===== src/rtl/wb_pkg.sv =====
// Shared widths and the load-return record used by the writeback stage.
package wb_pkg;
  localparam int DATA_W   = 16;
  localparam int REG_AW   = 4;
  localparam int NUM_REGS = 1 << REG_AW;
  localparam int LQ_DEPTH = 4;

  typedef struct packed {
    logic [REG_AW-1:0] rd;
    logic [DATA_W-1:0] data;
  } wb_req_t;
endpackage


===== src/rtl/wb_load_fifo.sv =====
// Load-return queue: holds loads that lost the write port to the ALU.
module wb_load_fifo
  import wb_pkg::*;
#(
  parameter int DEPTH = LQ_DEPTH,
  localparam int PTR_W = $clog2(DEPTH),
  localparam int CNT_W = PTR_W + 1
) (
  input  logic             clk,
  input  logic             rst_n,
  input  logic             push,
  input  wb_req_t          push_req,
  input  logic             pop,
  output wb_req_t          head,
  output logic             full,
  output logic             empty,
  output logic [CNT_W-1:0] count
);
  wb_req_t          mem [DEPTH];
  logic [PTR_W-1:0] wr_ptr;
  logic [PTR_W-1:0] rd_ptr;
  logic             do_push;
  logic             do_pop;

  assign do_push = push && !full;
  assign do_pop  = pop && !empty;

  // Pointers wrap on their own because DEPTH is a power of two.
  always_ff @(posedge clk or negedge rst_n) begin
    if (!rst_n) begin
      wr_ptr <= '0;
      rd_ptr <= '0;
      count  <= '0;
    end else begin
      if (do_push) wr_ptr <= wr_ptr + 1'b1;
      if (do_pop)  rd_ptr <= rd_ptr + 1'b1;
      case ({do_push, do_pop})
        2'b10:   count <= count + 1'b1;
        2'b01:   count <= count - 1'b1;
        default: count <= count;
      endcase
    end
  end

  always_ff @(posedge clk) begin
    if (do_push) mem[wr_ptr] <= push_req;
  end

  assign head  = mem[rd_ptr];
  assign full  = (count == CNT_W'(DEPTH));
  assign empty = (count == '0);
endmodule


===== src/rtl/writeback_stage.sv =====
// Writeback stage: merges ALU results and queued load returns into the single
// register-file write port and tracks which registers still await a load.
module writeback_stage #(
  parameter int DATA_W   = wb_pkg::DATA_W,
  parameter int REG_AW   = wb_pkg::REG_AW,
  parameter int LQ_DEPTH = wb_pkg::LQ_DEPTH
) (
  input  logic                     clk,
  input  logic                     reset,
  input  logic                     alu_valid,
  input  logic [REG_AW-1:0]        alu_rd,
  input  logic [DATA_W-1:0]        alu_data,
  input  logic                     ld_issue,
  input  logic [REG_AW-1:0]        ld_issue_rd,
  input  logic                     ld_valid,
  output logic                     ld_ready,
  input  logic [REG_AW-1:0]        ld_rd,
  input  logic [DATA_W-1:0]        ld_data,
  output logic                     RegWrite,
  output logic [REG_AW-1:0]        WriteReg,
  output logic [DATA_W-1:0]        WriteData,
  output logic [(1<<REG_AW)-1:0]   pending,
  output logic                     lq_empty
);
  import wb_pkg::*;

  localparam int CNT_W = $clog2(LQ_DEPTH) + 1;

  // Load return handshake: a return transfers on a rising edge where
  // ld_valid && ld_ready; ld_ready depends only on registered queue occupancy.
  wb_req_t              lq_in;
  wb_req_t              lq_head;
  logic                 lq_full;
  logic                 lq_is_empty;
  logic                 lq_push;
  logic                 lq_pop;
  logic [CNT_W-1:0]     lq_count;
  logic [(1<<REG_AW)-1:0] pending_nxt;

  assign lq_in    = '{rd: ld_rd, data: ld_data};
  assign ld_ready = !lq_full;
  assign lq_empty = lq_is_empty;
  assign lq_push  = ld_valid && ld_ready;
  // ALU has strict priority; the queue only drains on cycles without an ALU result.
  assign lq_pop   = !alu_valid && !lq_is_empty;

  wb_load_fifo #(
    .DEPTH (LQ_DEPTH)
  ) u_lq (
    .clk      (clk),
    .rst_n    (reset),
    .push     (lq_push),
    .push_req (lq_in),
    .pop      (lq_pop),
    .head     (lq_head),
    .full     (lq_full),
    .empty    (lq_is_empty),
    .count    (lq_count)
  );

  always_ff @(posedge clk or negedge reset) begin
    if (!reset) begin
      RegWrite  <= 1'b0;
      WriteReg  <= '0;
      WriteData <= '0;
    end else if (alu_valid) begin
      RegWrite  <= 1'b1;
      WriteReg  <= alu_rd;
      WriteData <= alu_data;
    end else if (lq_pop) begin
      RegWrite  <= 1'b1;
      WriteReg  <= lq_head.rd;
      WriteData <= lq_head.data;
    end else begin
      RegWrite  <= 1'b0;
    end
  end

  // A new issue to the register being written back this edge keeps the bit set.
  always_comb begin
    pending_nxt = pending;
    if (lq_pop)   pending_nxt[lq_head.rd]  = 1'b0;
    if (ld_issue) pending_nxt[ld_issue_rd] = 1'b1;
  end

  always_ff @(posedge clk or negedge reset) begin
    if (!reset) pending <= '0;
    else        pending <= pending_nxt;
  end

  always_ff @(posedge clk) begin
    if (reset) assert (lq_count <= CNT_W'(LQ_DEPTH));
  end
endmodule


===== config.mk =====
export PLATFORM = sky130hd
export DESIGN_NAME = writeback_stage
export DESIGN_NICKNAME = d
export VERILOG_FILES = /design/src/rtl/wb_pkg.sv /design/src/rtl/wb_load_fifo.sv /design/src/rtl/writeback_stage.sv
export SDC_FILE = /design/constraint.sdc
export NUM_CORES = 1
export LEC_CHECK = 0
export CORE_MARGIN = 2
export CORE_UTILIZATION = 40
export DETAILED_ROUTE_END_ITERATION = 7
export PLACE_DENSITY = 0.62
export SLEW_MARGIN = 25
export SYNTH_ARGS = -nofsm -noshare
export SYNTH_HDL_FRONTEND = slang
export SYNTH_SLANG_ARGS = --single-unit

===== constraint.sdc =====
create_clock -name clk -period 2.3 [get_ports clk]
set_clock_uncertainty 0.1 [all_clocks]
set_input_delay 0.46 -clock clk [delete_from_list [all_inputs] [get_ports clk]]
set_output_delay 0.46 -clock clk [all_outputs]
set_load 0.02 [all_outputs]

Word level (Yosys, flattened, before mapping)
Memory sizes are Yosys's and may differ from the RTL's.
Cells that the tools add are included.

word-level totals
  register bits after elaboration = 44
  memory bits (writable) = 80
  bits of input ports = 49
  output and inout bits = 39
  word-level logic and storage cells = 49
  memories kept = 1

cells by class
  $add $sub $neg = 4
  $lt $le $gt $ge = 4
  equality and inequality tests = 3
  multiplexer cells = 15
  bitwise operators = 3
  reductions and logical operators = 12

memories
  memory    words  width  rd ports  clocked after Yosys merged registers in  wr ports  line                RTL
  u_lq.mem  4      20     1         0                                        1         wb_load_fifo.sv:19  wb_req_t mem [DEPTH];

operator list
  cell                   number
  $mux W16               4
  $and A16 B16 Y16       1
  $not A16 Y16           1
  $or A16 B16 Y16        1
  $lt A4 B5 Y1 const B   2
  $demux W1 S4           2
  $ge A4 B1 Y1 const B   2
  $mux W4                2
  $logic_and A1 B1 Y1    6
  $mux W1                6
  $pmux W3 S2            1
  $add A2 B1 Y2 const B  2
  $reduce_bool A2 Y1     2
  $add A3 B1 Y3 const B  1
  $eq A3 B3 Y1 const B   1
  $logic_not A1 Y1       3
  $logic_not A3 Y1       1
  $sub A3 B1 Y3 const B  1
  $eq A2 B1 Y1 const B   1
  $eq A2 B2 Y1 const B   1

Depth between registers and ports, before layout
Gate-level depths: netlist (run 1).
An unclocked memory read counts as a cell.

  depth after elaboration = 10
  gate-level depth with buffers = 10
  depth with buffers taken out = 10

Modules after synthesis
From an unflattened synthesis (run 1), not the netlist that was laid out.

second synthesis, totals
  cells, all modules = 306
  area total of the unflattened synthesis = 5,024.8 um^2

modules (own cells, without submodules)
  module           times used  cells an instance  area an instance (um^2)  sequential area each (um^2)
  wb_load_fifo     1           142                3,330.7                  2,577.5
  writeback_stage  1           164                1,694.1                  925.9

Least setup slack after synthesis (run 1)
No wires, ideal clock.

  kind = register to register
  start point = register u_lq.count[0]
  end point = register u_lq.count[2]
  setup time = 79 ps
  arrival = 2,027 ps
  path slack = 94 ps
  cell stages (with the launch flop) = 11
  cell sequence = dfrtp_1 -> inv_1 -> nand3_1 -> and2_1 -> inv_1 -> ha_1 -> inv_1 -> fa_1 -> xor2_1 -> nor2_1 -> xor2_1

on the way
  word-level cells in the longest chain between the ends = 6
  elaborated cells on any way between the ends = 14

ends and longest elaborated chain
  what                                               line                   RTL
  from (decl)                                        wb_load_fifo.sv:17     output logic [CNT_W-1:0] count
  from (signal assigned)                             wb_load_fifo.sv:38     2'b10: count <= count + 1'b1;
  from (signal assigned)                             wb_load_fifo.sv:39     2'b01: count <= count - 1'b1;
  from (signal assigned)                             wb_load_fifo.sv:40     default: count <= count;
  $eq A3 B3 Y1 (*)                                   wb_load_fifo.sv:50     assign full = (count == CNT_W'(DEPTH));
  $logic_not A1 Y1 (*)                               writeback_stage.sv:41  assign ld_ready = !lq_full;
  named net ld_ready                                 writeback_stage.sv:16  output logic ld_ready,
  $logic_and A1 B1 Y1                                writeback_stage.sv:43  assign lq_push = ld_valid && ld_ready;
  $logic_and A1 B1 Y1 (*)                            wb_load_fifo.sv:25     assign do_push = push && !full;
  $eq A2 B1 Y1 or $eq A2 B2 Y1 (tied branches)       wb_load_fifo.sv:37     case ({do_push, do_pop})
  $pmux W3 S2 or $reduce_bool A2 Y1 (tied branches)  -

Mark *: on every way through the listed nets, which the timed path passes. The rest lies on a longest branch.
A chain may end at the register's enable or synchronous reset.

Worst setup path after layout (run 1)
  start point = register u_lq.count[0]
  end point = output lq_empty

on the way
  word-level cells in the longest chain between the ends = 1

ends and longest elaborated chain
  what              line                   RTL
  $logic_not A3 Y1  wb_load_fifo.sv:51     assign empty = (count == '0);
  to (decl)         writeback_stage.sv:23  output logic lq_empty

No other way between the ends.

==> results_dict.tcl, run 1 <==
set metrics [dict create \
    insertedDiodeCount 0 \
    cp-startpoint "u_lq.count[0]" \
    drive_gt1_share_pct 16.0 \
    drt-initial-drc-count 157 \
    hp-class "input port to async pin" \
    final_antenna_net_count 0 \
    insertion_delay_ps 420 \
    io_buffer_count 87 \
    syn_nets 366 \
    tns_ps 0 \
    place_area_sq_um 6130 \
    ys.flop_type "edfxtp_1" \
    status "finished, final reports clean" \
    vias_per_cell 4.87 \
    vias 2922 \
    max_freq_mhz 473 \
    final_cell_area_sq_um 6760 \
    htreeDepth 4 \
    peakVddDrop_mv 0.612 \
    synthTopCellsByArea "edfxtp_1 (49%), dfrtp_1 (22%), mux4_2 (9.1%), mux2i_1 (4.0%), nand2_1 (3.9%)" \
    power.leakage_nw 2.52 \
    cellPowerDensity_nw_per_um2 1360 \
    dr.pass1.iters 4 \
    clkSinkCount 124 \
    clkTransAtPathRegs_ps 50 \
    ys_seq_area_share_pct 70.8 \
    crit_arrival_ps 1560 \
    routabilityCongestion 0.835 \
    start_util_pct 41.0 \
    synth_top_cells_by_count "edfxtp_1 (80), nand2_1 (52), dfrtp_1 (44)" \
    final_util_pct 56.0 \
    worst_pin_slew_ps 609 \
    cts_tree "yes" \
    critPathLaunchType "flop" \
    core_sq_um 12100 \
    antenna_found_initial 0 \
    end_kind "output pin" \
    timing.hold.ws_ps 47.2 \
    area_growth_pct 36.6 \
    synth_edf_count 80 \
    setup_viol 0 \
    cts_buffers 17 \
    die_h_um 115 \
    r2r_start "u_lq.count[0]" \
    setup_ws_ps 184 \
    cts_buffer_depth 2 \
    dpl_worst_slack_ps -5.73 \
    grt.total_usage_pct 16.5 \
    io_pins 88 \
    cp_max_fo 5 \
    wl_um 10000 \
    die_w_um 115 \
    path_class "flop to output pin" \
    fin_crit_ps 2120 \
    rsz0062_at_grt "false" \
    root_buffer "clkbuf_16" \
    wl_per_cell_um 16.7 \
    hold_buffers 0 \
    yosysMostFrequentCell "edfxtp_1" \
    drv_slew 0 \
    grt_pass1_wl_um 16000 \
    synth_cell_types 30 \
    worstPathRequired_ps 1740 \
    postSynth.asyncResetShare_pct 35.5 \
    grt_pass1_vias 3025 \
    hold_viol_final 0 \
    synth_area_sq_um 4950 \
    yosysTopAreaCell "edfxtp_1" \
    max_cap_violations 0 \
    syn_avg_cell_area_sq_um 15.9 \
    maxSlewHeadroom_pct 59.4 \
    core.rowCount 40 \
    syn_inst 311 \
    grt_overflow_total 0 \
    cts_setup_buffers 0 \
    yosys_register_bits 124 \
    grt_start_max_net_pins 46 \
    fin_crit_sh_pct 92.0 \
    nets 475 \
    synth_top_area_share_pct 48.6 \
    dieArea_sq_um 13300 \
    drc_errors 0 \
    dp_hpwl_um 6560 \
    yosysWarnings 0 \
]
area by class of cell:
cell class,instances,area (sq um)
Sequential cell,124,3500
Clock buffer,24,492
Inverter,6,22.5
Fill cell,975,5300
Multi-Input combinational cell,170,1380
Timing Repair Buffer,101,1010
Tap cell,168,210
Clock inverter,7,138
sequential cells by signal (all words and copies together) (netlist names):
signal,flops
u_lq.mem,80
RegWrite,1
WriteReg,4
u_lq.count,3
pending,16
WriteData,16
u_lq.rd_ptr,2
u_lq.wr_ptr,2
cells in the final DEF (no fill, tap or decap), types with 5 or more instances in the layout:
master / synthesis / final
clkdlybuf4s50_1: 0 / 83
edfxtp_1: 80 / 80
nand2_1: 52 / 52
dfrtp_1: 44 / 44
o21ai_1: 36 / 36
mux4_2: 20 / 20
mux2i_1: 20 / 20
clkbuf_16: 0 / 17
buf_4: 2 / 10
inv_1: 6 / 6
and3_1: 5 / 5
ha_1: 5 / 5
critical path, stage by stage, from the launching register on:
cell and delay (ps):
dfrtp_1 420, nor3_4 310, dlygate4sd2_1 400
timing repair:
action | in CTS | in global routing
resized for setup | 2 | 1
endpoints found under the setup margin | 2 | 1
endpoints found under the hold margin | 0 | 0
final timing paths:
kind / to / slack, ps / cells after the start
max: lq_empty / 180 / 2
min: pending[6] / 50 / 2
max reg2reg: u_lq.count[2] / 180 / 10
min reg2reg: pending[15] / 390 / 2
max in group asynchronous: WriteData[0] / 1640 / 2
min in group clk: u_lq.rd_ptr[0] / 310 / 3
where the power goes:
group / switching, W / internal (W) / total (W)
Clock: 0.000891 / 0.00192 / 0.00281
Sequential: 0.000300 / 0.00304 / 0.00334
Combinational: 0.00157 / 0.00150 / 0.00307
metrics by stage:
step	power, W	cells
2_1_floorplan	0.00519	311
3_3_place_gp	0.00646	569
3_5_place_dp	0.00651	569
4_1_cts	0.00933	600
5_1_grt	0.00971	600
6_report	0.00922	600
routing by layer:
metal	vias up	track usage [%]	wire, um
li1	1380	-	-
met5	-	0	0
met1	1442	20.2	4370
met4	0	6.59	176
met3	17	6.38	613
met2	83	26.4	4860
logic make-up after synthesis:
group / Yosys count / synth area share [%]
XOR/XNOR: 6 / 1.06
buffers and inverters: 17 / 1.52
adder cells (fa/ha/maj): 6 / 1.67
AND/OR/NAND/NOR: 80 / 7.82
multiplexers: 41 / 13.4
AO/OA/AOI/OAI: 37 / 3.74
flip-flops: 124 / 70.8
Power figures use the tool's default switching activity.
==> run 2: changes to the inputs <==
--- a/config.mk
+++ b/config.mk
@@ -8,7 +8,7 @@
 export CORE_MARGIN = 2
 export CORE_UTILIZATION = 40
 export DETAILED_ROUTE_END_ITERATION = 7
-export PLACE_DENSITY = 0.62
+export PLACE_DENSITY = 0.65
 export SLEW_MARGIN = 25
 export SYNTH_ARGS = -nofsm -noshare
 export SYNTH_HDL_FRONTEND = slang
==> constraint.sdc (replaced) <==
create_clock -name clk -period 1.8 [get_ports clk]
set_clock_uncertainty 0.1 [all_clocks]
set_input_delay 0.36 -clock clk [delete_from_list [all_inputs] [get_ports clk]]
set_output_delay 0.36 -clock clk [all_outputs]
set_load 0.02 [all_outputs]
==> run 2 against run 1 <==
The run now ends with negative setup slack left. First-iteration DRC count increased by 16%. Sequential share of layout area decreased by 1.2 points. Utilization increased by 1.4 points. Power increased by 29%. Critical path type is now flop to flop.
==> results_dict.tcl, run 2 (same netlist as run 1, synthesis figures left out) <==
set metrics [dict create \
    dp_hpwl_um 7000 \
    status "finished with violations" \
    antenna_found_initial 0 \
    die_h_um 115 \
    grt_use_met3_pct 5.11 \
    critPathSlowestCell "mux4_2" \
    hold_viol_final 0 \
    final_antenna_net_count 0 \
    busiest_layer "met2" \
    met2_usage_pct 28.0 \
    path_class "flop to flop" \
    dieArea_sq_um 13300 \
    hp-class "input port to flop" \
    max_cap_violations 0 \
    io_pins 88 \
    nets 491 \
    power.leakage_nw 2.68 \
    maxSlewHeadroom_pct 76.0 \
    clkTransAtPathRegs_ps 50 \
    max_freq_mhz 517 \
    grt_overflow_total 0 \
    layout_commonest_cell "edfxtp_1" \
    fin_crit_ps 1930 \
    drt-initial-drc-count 182 \
    core.rowCount 40 \
    failed_checks "negative setup slack" \
    insertedDiodeCount 0 \
    largest-register "u_lq.mem" \
    end_kind "flop" \
    setup_ws_ps -133 \
    cts_tree "yes" \
    fin_crit_sh_pct 107 \
    final_cell_mix "edfxtp_1 (80), nand2_1 (51), clkdlybuf4s50_1 (46), dfrtp_1 (41), dlygate4sd2_1 (36)" \
    dr.pass1.iters 4 \
    worstPathRequired_ps 1990 \
    die_w_um 115 \
    place_area_sq_um 6270 \
    wl_um 10500 \
    vias 3062 \
    root_buffer "clkbuf_16" \
    grt_start_max_net_pins 45 \
    cp-startpoint "u_lq.rd_ptr[0]" \
    grt_pass1_vias 3203 \
    cp_max_fo 4 \
    vias_per_cell 4.96 \
    critPathLaunchType "flop" \
    crit_chain "mux4_2 > or4b_4 > o21ai_1 > nand2_1" \
    worst_pin_slew_ps 359 \
    cp_top_family "simple AND/OR/NAND/NOR gates" \
    top_regs "u_lq.mem (80), WriteData (16), pending (16)" \
    wl_per_cell_um 17.0 \
    cellPowerDensity_nw_per_um2 1720 \
    area_growth_pct 40.1 \
    routabilityCongestion 0.817 \
    ff2ff_setup_slack_ps -130 \
    drive_gt1_share_pct 24.5 \
    final_cell_area_sq_um 6930 \
    crit_arrival_ps 2120 \
    start_util_pct 41.0 \
    largest_reg_flops 80 \
    drc_errors 0 \
    hp-start "alu_valid" \
    io_buffer_count 87 \
    htreeDepth 4 \
    core_sq_um 12100 \
    max_stage_delay_ps 550 \
    cts_buffer_depth 2 \
    insertion_delay_ps 400 \
    grt_pass1_wl_um 16700 \
    rsz0062_at_grt "true" \
    r2r_start "u_lq.rd_ptr[0]" \
    total_power_w 0.0119 \
    drv_slew 0 \
    cts_buffers 17 \
    clkSinkCount 124 \
    grt_util_met1_pct 21.5 \
    peakVddDrop_mv 0.863 \
    setup_viol 16 \
    cp_num_buf_inv 0 \
    grt.total_usage_pct 17.1 \
    dpl_worst_slack_ps -362 \
]
## run 2: worst paths after layout
path                                  end  cells past startpoint
setup / recovery               pending[5]                      4
hold / removal             u_lq.rd_ptr[0]                      4
setup reg to reg               pending[5]                      4
hold reg to reg                pending[9]                      2
max in group asynchronous   u_lq.count[2]                      3
min in group asynchronous     WriteReg[1]                      3
## run 2: worst reg2reg max path, delay by kind of cell, from the launching register on
family / cells / cell delay [ps]
mux: 1 / 550
simple gates: 2 / 610
flops: 1 / 400
compound gates: 1 / 150
## run 2: what timing repair did
item,in CTS,in global routing
endpoints found under the hold margin,44,0
pin swaps,9,7
hold buffers,1,0
setup buffers,2,1
endpoints found under the setup margin,55,25
gates resized for setup,52,14
## run 2: cell type report
class,instances,area (sq um)
clock inverter,7,109
sequential,124,3510
tap,168,210
inverter,6,22.5
clock buffer,25,505
multi-input combinational,170,1460
fill,949,5130
timing repair buffer,117,1110
## run 2: where the power goes
| part | switching, W | leakage (nW) | internal [W] |
|---|---|---|---|
| clock network | 0.00114 | 0.305 | 0.00235 |
| registers | 0.000383 | 1.25 | 0.00389 |
| logic | 0.00219 | 1.13 | 0.00199 |
| total | 0.00371 | 2.68 | 0.00823 |
## run 2: stage by stage
step	hold WS [ps]	util, %	instances	setup TNS, ps
2_1_floorplan	-35.6	-	311	-750
3_3_place_gp	265	52.0	581	-1680
3_5_place_dp	267	52.0	581	-2260
4_1_cts	330	57.0	616	-1680
5_1_grt	359	57.5	617	-2840
6_report	337	57.5	617	-1510
## run 2: routing by layer
metal | up-vias | routed length (um)
met3 | 13 | 574
met2 | 100 | 5230
li1 | 1409 | -
met5 | - | 0
met1 | 1540 | 4540
met4 | 0 | 161
